--- config.mk ---
export PLATFORM = sky130hd
export DESIGN_NAME = dram_stream_reader
export DESIGN_NICKNAME = d
export VERILOG_FILES = /design/src/rtl/dram_stream_pkg.sv /design/src/rtl/stream_fifo.sv /design/src/rtl/dram_stream_reader.sv
export SDC_FILE = /design/constraint.sdc
export NUM_CORES = 1
export LEC_CHECK = 0
export CAP_MARGIN = 0
export CORE_UTILIZATION = 55
export DETAILED_ROUTE_END_ITERATION = 8
export HOLD_SLACK_MARGIN = 0.1
export PLACE_DENSITY = 0.75
export SLEW_MARGIN = 40
export SYNTH_ARGS = -nofsm -noshare
export SYNTH_HDL_FRONTEND = slang
export SYNTH_SLANG_ARGS = --single-unit
--- constraint.sdc ---
create_clock -name clk -period 4.6 [get_ports clk]
set_clock_uncertainty 0.1 [all_clocks]
set_input_delay 0.92 -clock clk [delete_from_list [all_inputs] [get_ports clk]]
set_output_delay 0.92 -clock clk [all_outputs]
set_load 0.05 [all_outputs]
--- src/rtl/dram_stream_pkg.sv ---
// Shared state encoding, CSR map and control/status bit positions for the DRAM stream reader.
package dram_stream_pkg;

  typedef enum logic [1:0] {
    ST_IDLE  = 2'd0,
    ST_ISSUE = 2'd1,
    ST_DRAIN = 2'd2,
    ST_DONE  = 2'd3
  } state_e;

  localparam logic [1:0] CSR_ADDR_INIT = 2'd0;
  localparam logic [1:0] CSR_LENGTH    = 2'd1;
  localparam logic [1:0] CSR_STEP      = 2'd2;
  localparam logic [1:0] CSR_CTRL      = 2'd3;

  localparam int CTRL_START = 0;
  localparam int CTRL_ABORT = 1;
  localparam int CTRL_LOOP  = 2;

  localparam int STAT_BUSY = 0;
  localparam int STAT_DONE = 1;
  localparam int STAT_OVF  = 2;
  localparam int STAT_LOOP = 3;

endpackage

--- src/rtl/stream_fifo.sv ---
// Synchronous FIFO holding returned DDR samples; head is forced to zero while empty.
module stream_fifo
  import dram_stream_pkg::*;
#(
  parameter int DATA_W     = 16,
  parameter int FIFO_DEPTH = 16,
  parameter int CNT_W      = $clog2(FIFO_DEPTH) + 1
) (
  input  logic                     clk,
  input  logic                     rst_n,
  input  logic                     flush,
  input  logic                     push,
  input  logic signed [DATA_W-1:0] push_data,
  input  logic                     pop,
  output logic signed [DATA_W-1:0] head,
  output logic                     empty,
  output logic                     full,
  output logic [CNT_W-1:0]         count
);

  localparam int PTR_W = CNT_W - 1;
  localparam logic [CNT_W-1:0] DEPTH_C = CNT_W'(FIFO_DEPTH);

  logic signed [DATA_W-1:0] mem_q [FIFO_DEPTH];
  logic [PTR_W-1:0] wr_ptr_q, wr_ptr_d, rd_ptr_q, rd_ptr_d;
  logic [CNT_W-1:0] count_q, count_d;
  logic wr_en, rd_en;

  assign empty = (count_q == '0);
  assign full  = (count_q == DEPTH_C);
  assign count = count_q;
  assign head  = empty ? '0 : mem_q[rd_ptr_q];

  always_comb begin
    rd_en    = pop && !empty;
    wr_en    = push && (!full || rd_en);
    wr_ptr_d = wr_ptr_q;
    rd_ptr_d = rd_ptr_q;
    count_d  = count_q;
    if (flush) begin
      rd_en    = 1'b0;
      wr_en    = 1'b0;
      wr_ptr_d = '0;
      rd_ptr_d = '0;
      count_d  = '0;
    end else begin
      if (wr_en) wr_ptr_d = wr_ptr_q + PTR_W'(1);
      if (rd_en) rd_ptr_d = rd_ptr_q + PTR_W'(1);
      case ({wr_en, rd_en})
        2'b10:   count_d = count_q + CNT_W'(1);
        2'b01:   count_d = count_q - CNT_W'(1);
        default: count_d = count_q;
      endcase
    end
  end

  always_ff @(posedge clk) begin
    if (!rst_n) begin
      wr_ptr_q <= '0;
      rd_ptr_q <= '0;
      count_q  <= '0;
    end else begin
      wr_ptr_q <= wr_ptr_d;
      rd_ptr_q <= rd_ptr_d;
      count_q  <= count_d;
    end
  end

  always_ff @(posedge clk) begin
    if (wr_en) mem_q[wr_ptr_q] <= push_data;
  end

endmodule

--- src/rtl/dram_stream_reader.sv ---
// CSR-programmed strided DDR reader streaming samples out through a credit-limited FIFO.
// Optional build macro DRAM_STREAM_LOOP_EN adds control bit2 (loop) and status bit3.
module dram_stream_reader
  import dram_stream_pkg::*;
#(
  parameter int DATA_W     = 16,
  parameter int ADDR_W     = 32,
  parameter int FIFO_DEPTH = 16
) (
  input  logic                     clk,
  input  logic                     rst_n,
  output logic [ADDR_W-1:0]        ddr_addr,
  output logic                     ddr_read,
  input  logic                     ddr_waitrequest,
  input  logic signed [DATA_W-1:0] ddr_readdata,
  input  logic                     ddr_readdatavalid,
  input  logic [1:0]               addr,
  input  logic                     read,
  input  logic                     write,
  input  logic [31:0]              writedata,
  output logic [31:0]              readdata,
  output logic signed [DATA_W-1:0] d_out,
  output logic                     vout,
  input  logic                     rdy
);

  localparam int CNT_W = $clog2(FIFO_DEPTH) + 1;
  localparam logic [CNT_W:0] CREDIT_C = (CNT_W + 1)'(FIFO_DEPTH);

  state_e state_q, state_d;
  logic [ADDR_W-1:0] ddr_addr_q, ddr_addr_d, addr_init_q, addr_init_d, addr_step_q, addr_step_d;
  logic [31:0] len_q, len_d, issued_q, issued_d, readdata_q, readdata_d, status;
  logic [CNT_W-1:0] outst_q, outst_d, fifo_count;
  logic ovf_q, ovf_d, abort_q, abort_d;
  logic busy, ctrl_wr, start, abort, credit_ok, accept, rsp, push, pop;
  logic fifo_flush, fifo_empty, fifo_full, ovf_hit, loop_on;

  assign busy      = (state_q == ST_ISSUE) || (state_q == ST_DRAIN);
  assign ctrl_wr   = write && (addr == CSR_CTRL);
  assign start     = ctrl_wr && writedata[CTRL_START];
  assign abort     = ctrl_wr && writedata[CTRL_ABORT];
  // Outstanding reads plus buffered samples may never exceed the buffer, so every return has a slot.
  assign credit_ok = ({1'b0, outst_q} + {1'b0, fifo_count}) < CREDIT_C;
  assign ddr_read  = (state_q == ST_ISSUE) && (issued_q < len_q) && credit_ok;
  assign accept    = ddr_read && !ddr_waitrequest;
  assign rsp       = ddr_readdatavalid && (outst_q != '0);
  assign push      = rsp && busy && !abort_q;
  assign pop       = vout && rdy;
  assign fifo_flush = busy && abort;
  assign ovf_hit   = push && fifo_full && !pop;
  assign vout      = !fifo_empty;
  assign ddr_addr  = ddr_addr_q;
  assign readdata  = readdata_q;

`ifdef DRAM_STREAM_LOOP_EN
  logic loop_q, loop_d;
  assign loop_on = loop_q;

  always_comb begin
    loop_d = loop_q;
    if (start && !busy) loop_d = writedata[CTRL_LOOP];
  end

  always_ff @(posedge clk) begin
    if (!rst_n) loop_q <= 1'b0;
    else        loop_q <= loop_d;
  end
`else
  assign loop_on = 1'b0;
`endif

  always_comb begin
    status            = '0;
    status[STAT_BUSY] = busy;
    status[STAT_DONE] = (state_q == ST_DONE);
    status[STAT_OVF]  = ovf_q;
    status[STAT_LOOP] = loop_on;
  end

  always_comb begin
    state_d     = state_q;
    ddr_addr_d  = ddr_addr_q;
    addr_init_d = addr_init_q;
    addr_step_d = addr_step_q;
    len_d       = len_q;
    issued_d    = issued_q;
    outst_d     = outst_q;
    ovf_d       = ovf_q;
    abort_d     = abort_q;
    readdata_d  = readdata_q;

    if (write && !busy) begin
      case (addr)
        CSR_ADDR_INIT: addr_init_d = ADDR_W'(writedata);
        CSR_LENGTH:    len_d       = writedata;
        CSR_STEP:      addr_step_d = ADDR_W'(writedata);
        default:       ;
      endcase
    end

    if (read) begin
      case (addr)
        CSR_ADDR_INIT: readdata_d = 32'(addr_init_q);
        CSR_LENGTH:    readdata_d = len_q;
        CSR_STEP:      readdata_d = 32'(addr_step_q);
        default:       readdata_d = status;
      endcase
    end

    if (accept) begin
      issued_d   = issued_q + 32'd1;
      ddr_addr_d = ddr_addr_q + addr_step_q;
    end

    case ({accept, rsp})
      2'b10:   outst_d = outst_q + CNT_W'(1);
      2'b01:   outst_d = outst_q - CNT_W'(1);
      default: outst_d = outst_q;
    endcase

    if (ovf_hit) ovf_d = 1'b1;

    case (state_q)
      ST_IDLE, ST_DONE: begin
        if (start) begin
          ddr_addr_d = addr_init_q;
          issued_d   = '0;
          outst_d    = '0;
          ovf_d      = 1'b0;
          abort_d    = 1'b0;
          state_d    = (len_q == '0) ? ST_DONE : ST_ISSUE;
        end
      end
      ST_ISSUE: begin
        if (abort) begin
          abort_d = 1'b1;
          state_d = ST_DRAIN;
        end else if (issued_q == len_q) begin
          if (loop_on) begin
            ddr_addr_d = addr_init_q;
            issued_d   = '0;
          end else begin
            state_d = ST_DRAIN;
          end
        end
      end
      ST_DRAIN: begin
        // While aborting, returns are counted off but never buffered.
        if (abort) abort_d = 1'b1;
        else if ((outst_q == '0) && fifo_empty) state_d = ST_DONE;
      end
      default: state_d = ST_IDLE;
    endcase
  end

  always_ff @(posedge clk) begin
    if (!rst_n) begin
      state_q     <= ST_IDLE;
      ddr_addr_q  <= '0;
      addr_init_q <= '0;
      addr_step_q <= ADDR_W'(1);
      len_q       <= '0;
      issued_q    <= '0;
      outst_q     <= '0;
      ovf_q       <= 1'b0;
      abort_q     <= 1'b0;
      readdata_q  <= '0;
    end else begin
      state_q     <= state_d;
      ddr_addr_q  <= ddr_addr_d;
      addr_init_q <= addr_init_d;
      addr_step_q <= addr_step_d;
      len_q       <= len_d;
      issued_q    <= issued_d;
      outst_q     <= outst_d;
      ovf_q       <= ovf_d;
      abort_q     <= abort_d;
      readdata_q  <= readdata_d;
    end
  end

  stream_fifo #(
    .DATA_W     (DATA_W),
    .FIFO_DEPTH (FIFO_DEPTH),
    .CNT_W      (CNT_W)
  ) u_fifo (
    .clk       (clk),
    .rst_n     (rst_n),
    .flush     (fifo_flush),
    .push      (push),
    .push_data (ddr_readdata),
    .pop       (pop),
    .head      (d_out),
    .empty     (fifo_empty),
    .full      (fifo_full),
    .count     (fifo_count)
  );

endmodule

==> reports/metrics.yaml <==
path_common_cell: "mux4_2"
grt_pass1_wl_um: 89300
criticalPathCategory: "reg -> out"
grt_start_max_net_pins: 67
finalMaxSlewViolations: 0
drc: 0
clock_latency_ps: 600
synth-warning-count: 0
slew_headroom: 0.411
drt_wl_total_um: 58300
r2r_setup_slack_ps: 600
swShare: 0.303
grt_use_total: 0.288
path_clk_slew_ps: 60
run_status: "complete, no violations"
synth-seq-cells: 474
r2r-end: "outst_q[4]"
dp_hpwl_um: 36800
async_flop_share: 0
synth_cell_types: 64
arrival_ps: 3330
crit_buf_inv: 2
synth_area_leaders: "edfxtp_1, dfxtp_1, mux4_2, nand2_1, ha_1"
startpoint_type: "register"
nets: 2176
whs_ps: 368
fin_crit_sh: 0.946
h-tree-depth: 2
required_ps: 3580
combPwrFrac: 0.215
synthCells: 1911
synth_common_cells: "nand2_1, edfxtp_1, dfxtp_1"
power.density_mw_per_mm2: 434
vias: 16000
drtIter0Drc: 1354
antenna_found_initial: 3
routed_via_density: 6.17
cts_root_buf: "clkbuf_16"
timing.max_cap.violations: 0
cp-end-kind: "primary output"
yosysTopAreaCellShare: 0.355
fin_util: 0.651
endpoint: "d_out[9]"
final_antenna_net_count: 0
slowest_delay_ps: 710
synth_fp_nets: 2055
hold_path_class: "reg -> reg"
dp_slack_ps: 636
cp_max_fo: 32
yosysMostFrequentCell: "nand2_1"
power.internal_mw: 7.63
boundaryPins: 139
rsz0062_at_grt: "false"
drive_above_1_share: 0.109
synth-edff-count: 256
fmax_mhz: 230
cts_tree: "yes"
tns_ps: 0
dr.pass1.iters: 6
final.min_clock_period_ps: 4350
syn_area_mm2: 0.0217
core_mm2: 0.0387
grt_pass1_vias: 15700
worstReg2RegStart: "len_q[1]"
clock_path_buffers: 3
cts.sinks: 474
timing.final.hold_violations: 0
setup_violations: 0
fillerInstances: 2911
p_leak_nw: 9.00
area_delta_synth_final_pct: 16.4
cts_buffers: 47
synth_ff_type: "edfxtp_1"
p_seq_frac: 0.436
io_buffers: 138
yosysSeqAreaShare: 0.556
die_w_um: 200
wl_per_cell_um: 22.5
reg2regPathDepth: 17
dieHeight_um: 200
slowest_stage: "clkdlybuf4s50_1"
overflow: 0
clockPowerShare: 0.348
syn_area_per_cell_um2: 11.3
vdd_drop_max_uv: 462
yosysTopAreaCell: "edfxtp_1"
crit_path_cell_trace: "buf_12, mux4_2, mux4_2, and2_1, clkdlybuf4s50_1"
start_util: 0.559
crit_family: "multiplexers"
critical_path_depth: 5
die_area_mm2: 0.0402
fp-row-count: 72
p_sw_mw: 3.32
worstMarginPinSlew_ps: 872
place.gp.congestion: 0.954
fin_ws_ps: 250
==> cell usage in the layout (no fill, tap or decap), types with 8 or more instances in the layout <==
master / n
a21o_1: 25
o21ai_0: 29
buf_4: 44
a211oi_1: 38
and4_1: 12
ha_1: 84
nand2b_1: 10
nor2_1: 176
nor2b_1: 11
xnor2_1: 32
mux2i_1: 36
nand4_1: 25
nor3_1: 13
nand3_1: 33
nand2_1: 285
and3_1: 18
a31oi_1: 15
a21oi_1: 174
clkdlybuf4s50_1: 135
mux4_2: 83
xor2_1: 33
clkbuf_16: 50
clkinv_2: 11
dfxtp_1: 216
inv_1: 55
and2_1: 22
edfxtp_1: 256
clkbuf_1: 8
nor4_1: 14
a311oi_1: 12
==> through the flow <==
| stage | power, mW | area (µm²) | cells |
|---|---|---|---|
| after floorplan | 6.40 | 21700 | 1911 |
| after global placement | 7.11 | 23600 | 2500 |
| after detailed placement | 7.18 | 23600 | 2500 |
| after CTS | 11.0 | 25200 | 2587 |
| after global routing | 11.3 | 25200 | 2590 |
| final | 10.9 | 25200 | 2590 |
==> timing repair <==
item | in CTS | in global routing
buffers inserted | 0 | 1
resized for setup | 1 | 0
hold buffers | 0 | 0
endpoints found under the setup margin | 1 | 5
==> routing by layer <==
metal | track usage | routed length, µm | vias to the layer above
met4 | 0.113 | 1940 | 0
met3 | 0.0403 | 4110 | 145
met5 | 0 | 0 | -
li1 | - | - | 7194
met1 | 0.387 | 23700 | 7921
met2 | 0.474 | 28500 | 713
==> kinds of logic after synthesis <==
logic type      after synthesis  synth area share
simple gates                648             0.133
buf+inv                     168            0.0293
flops                       474             0.556
fa+ha+maj                    87            0.0513
mux                         119             0.103
xor+xnor                     65            0.0263
compound gates              350             0.101
==> worst min-delay path by stage <==
stage,start,end,slack (ps),depth (start not counted)
5_1_grt,addr_init_q[0],addr_init_q[0],390,2
2_1_floorplan,ovf_q,ovf_q,340,2
4_1_cts,addr_init_q[17],addr_init_q[17],370,2
6_report,addr_init_q[17],addr_init_q[17],370,2
3_3_place_gp,addr_init_q[14],addr_init_q[14],350,2
3_5_place_dp,addr_init_q[19],addr_init_q[19],360,2
==> power groups by stage <==
stage	Combinational, mW	Sequential, mW	Clock (mW)
global placement	2.25	4.87	0
CTS	2.33	4.78	3.85
detailed placement	2.30	4.87	0
floorplan	1.43	4.96	0
finish	2.36	4.78	3.81
global route	2.53	4.79	4.01
==> area by class of cell <==
cell class	instances	area, µm²	area share
flip-flops and latches	474	12100	0.478
multi-input cells	1269	9000	0.357
repair buffers	184	1760	0.0698
clock buffers	63	1330	0.0528
well taps	518	648	0.0257
inverters	56	213	0.00844
clock inverters	24	199	0.00789
diodes	2	5.00	0.000199
==> state kept, by name, summed over array words and instances (netlist names), named ones only <==
signal           flops
issued_q            32
u_fifo.rd_ptr_q      4
len_q               32
u_fifo.wr_ptr_q      4
outst_q              5
ovf_q                1
addr_init_q         32
addr_step_q         32
abort_q              1
readdata            32
u_fifo.mem_q       256
ddr_addr            32
state_q              2
u_fifo.count         5
==> worst reg2reg max path, stage by stage, from the launching register on <==
cell and delay, ps:
dfxtp_1 360, inv_1 60, ha_1 300, nor2b_1 140, o21a_1 160, o21a_1 160, o21ai_0 150, a21oi_1 80
o311ai_1 480, and3_2 300, inv_2 50, ha_1 260, fa_1 430, a21o_1 170, a21oi_1 170, xor2_1 90
or3_1 300, a21oi_1 150
(Power assumes the default switching activity.)
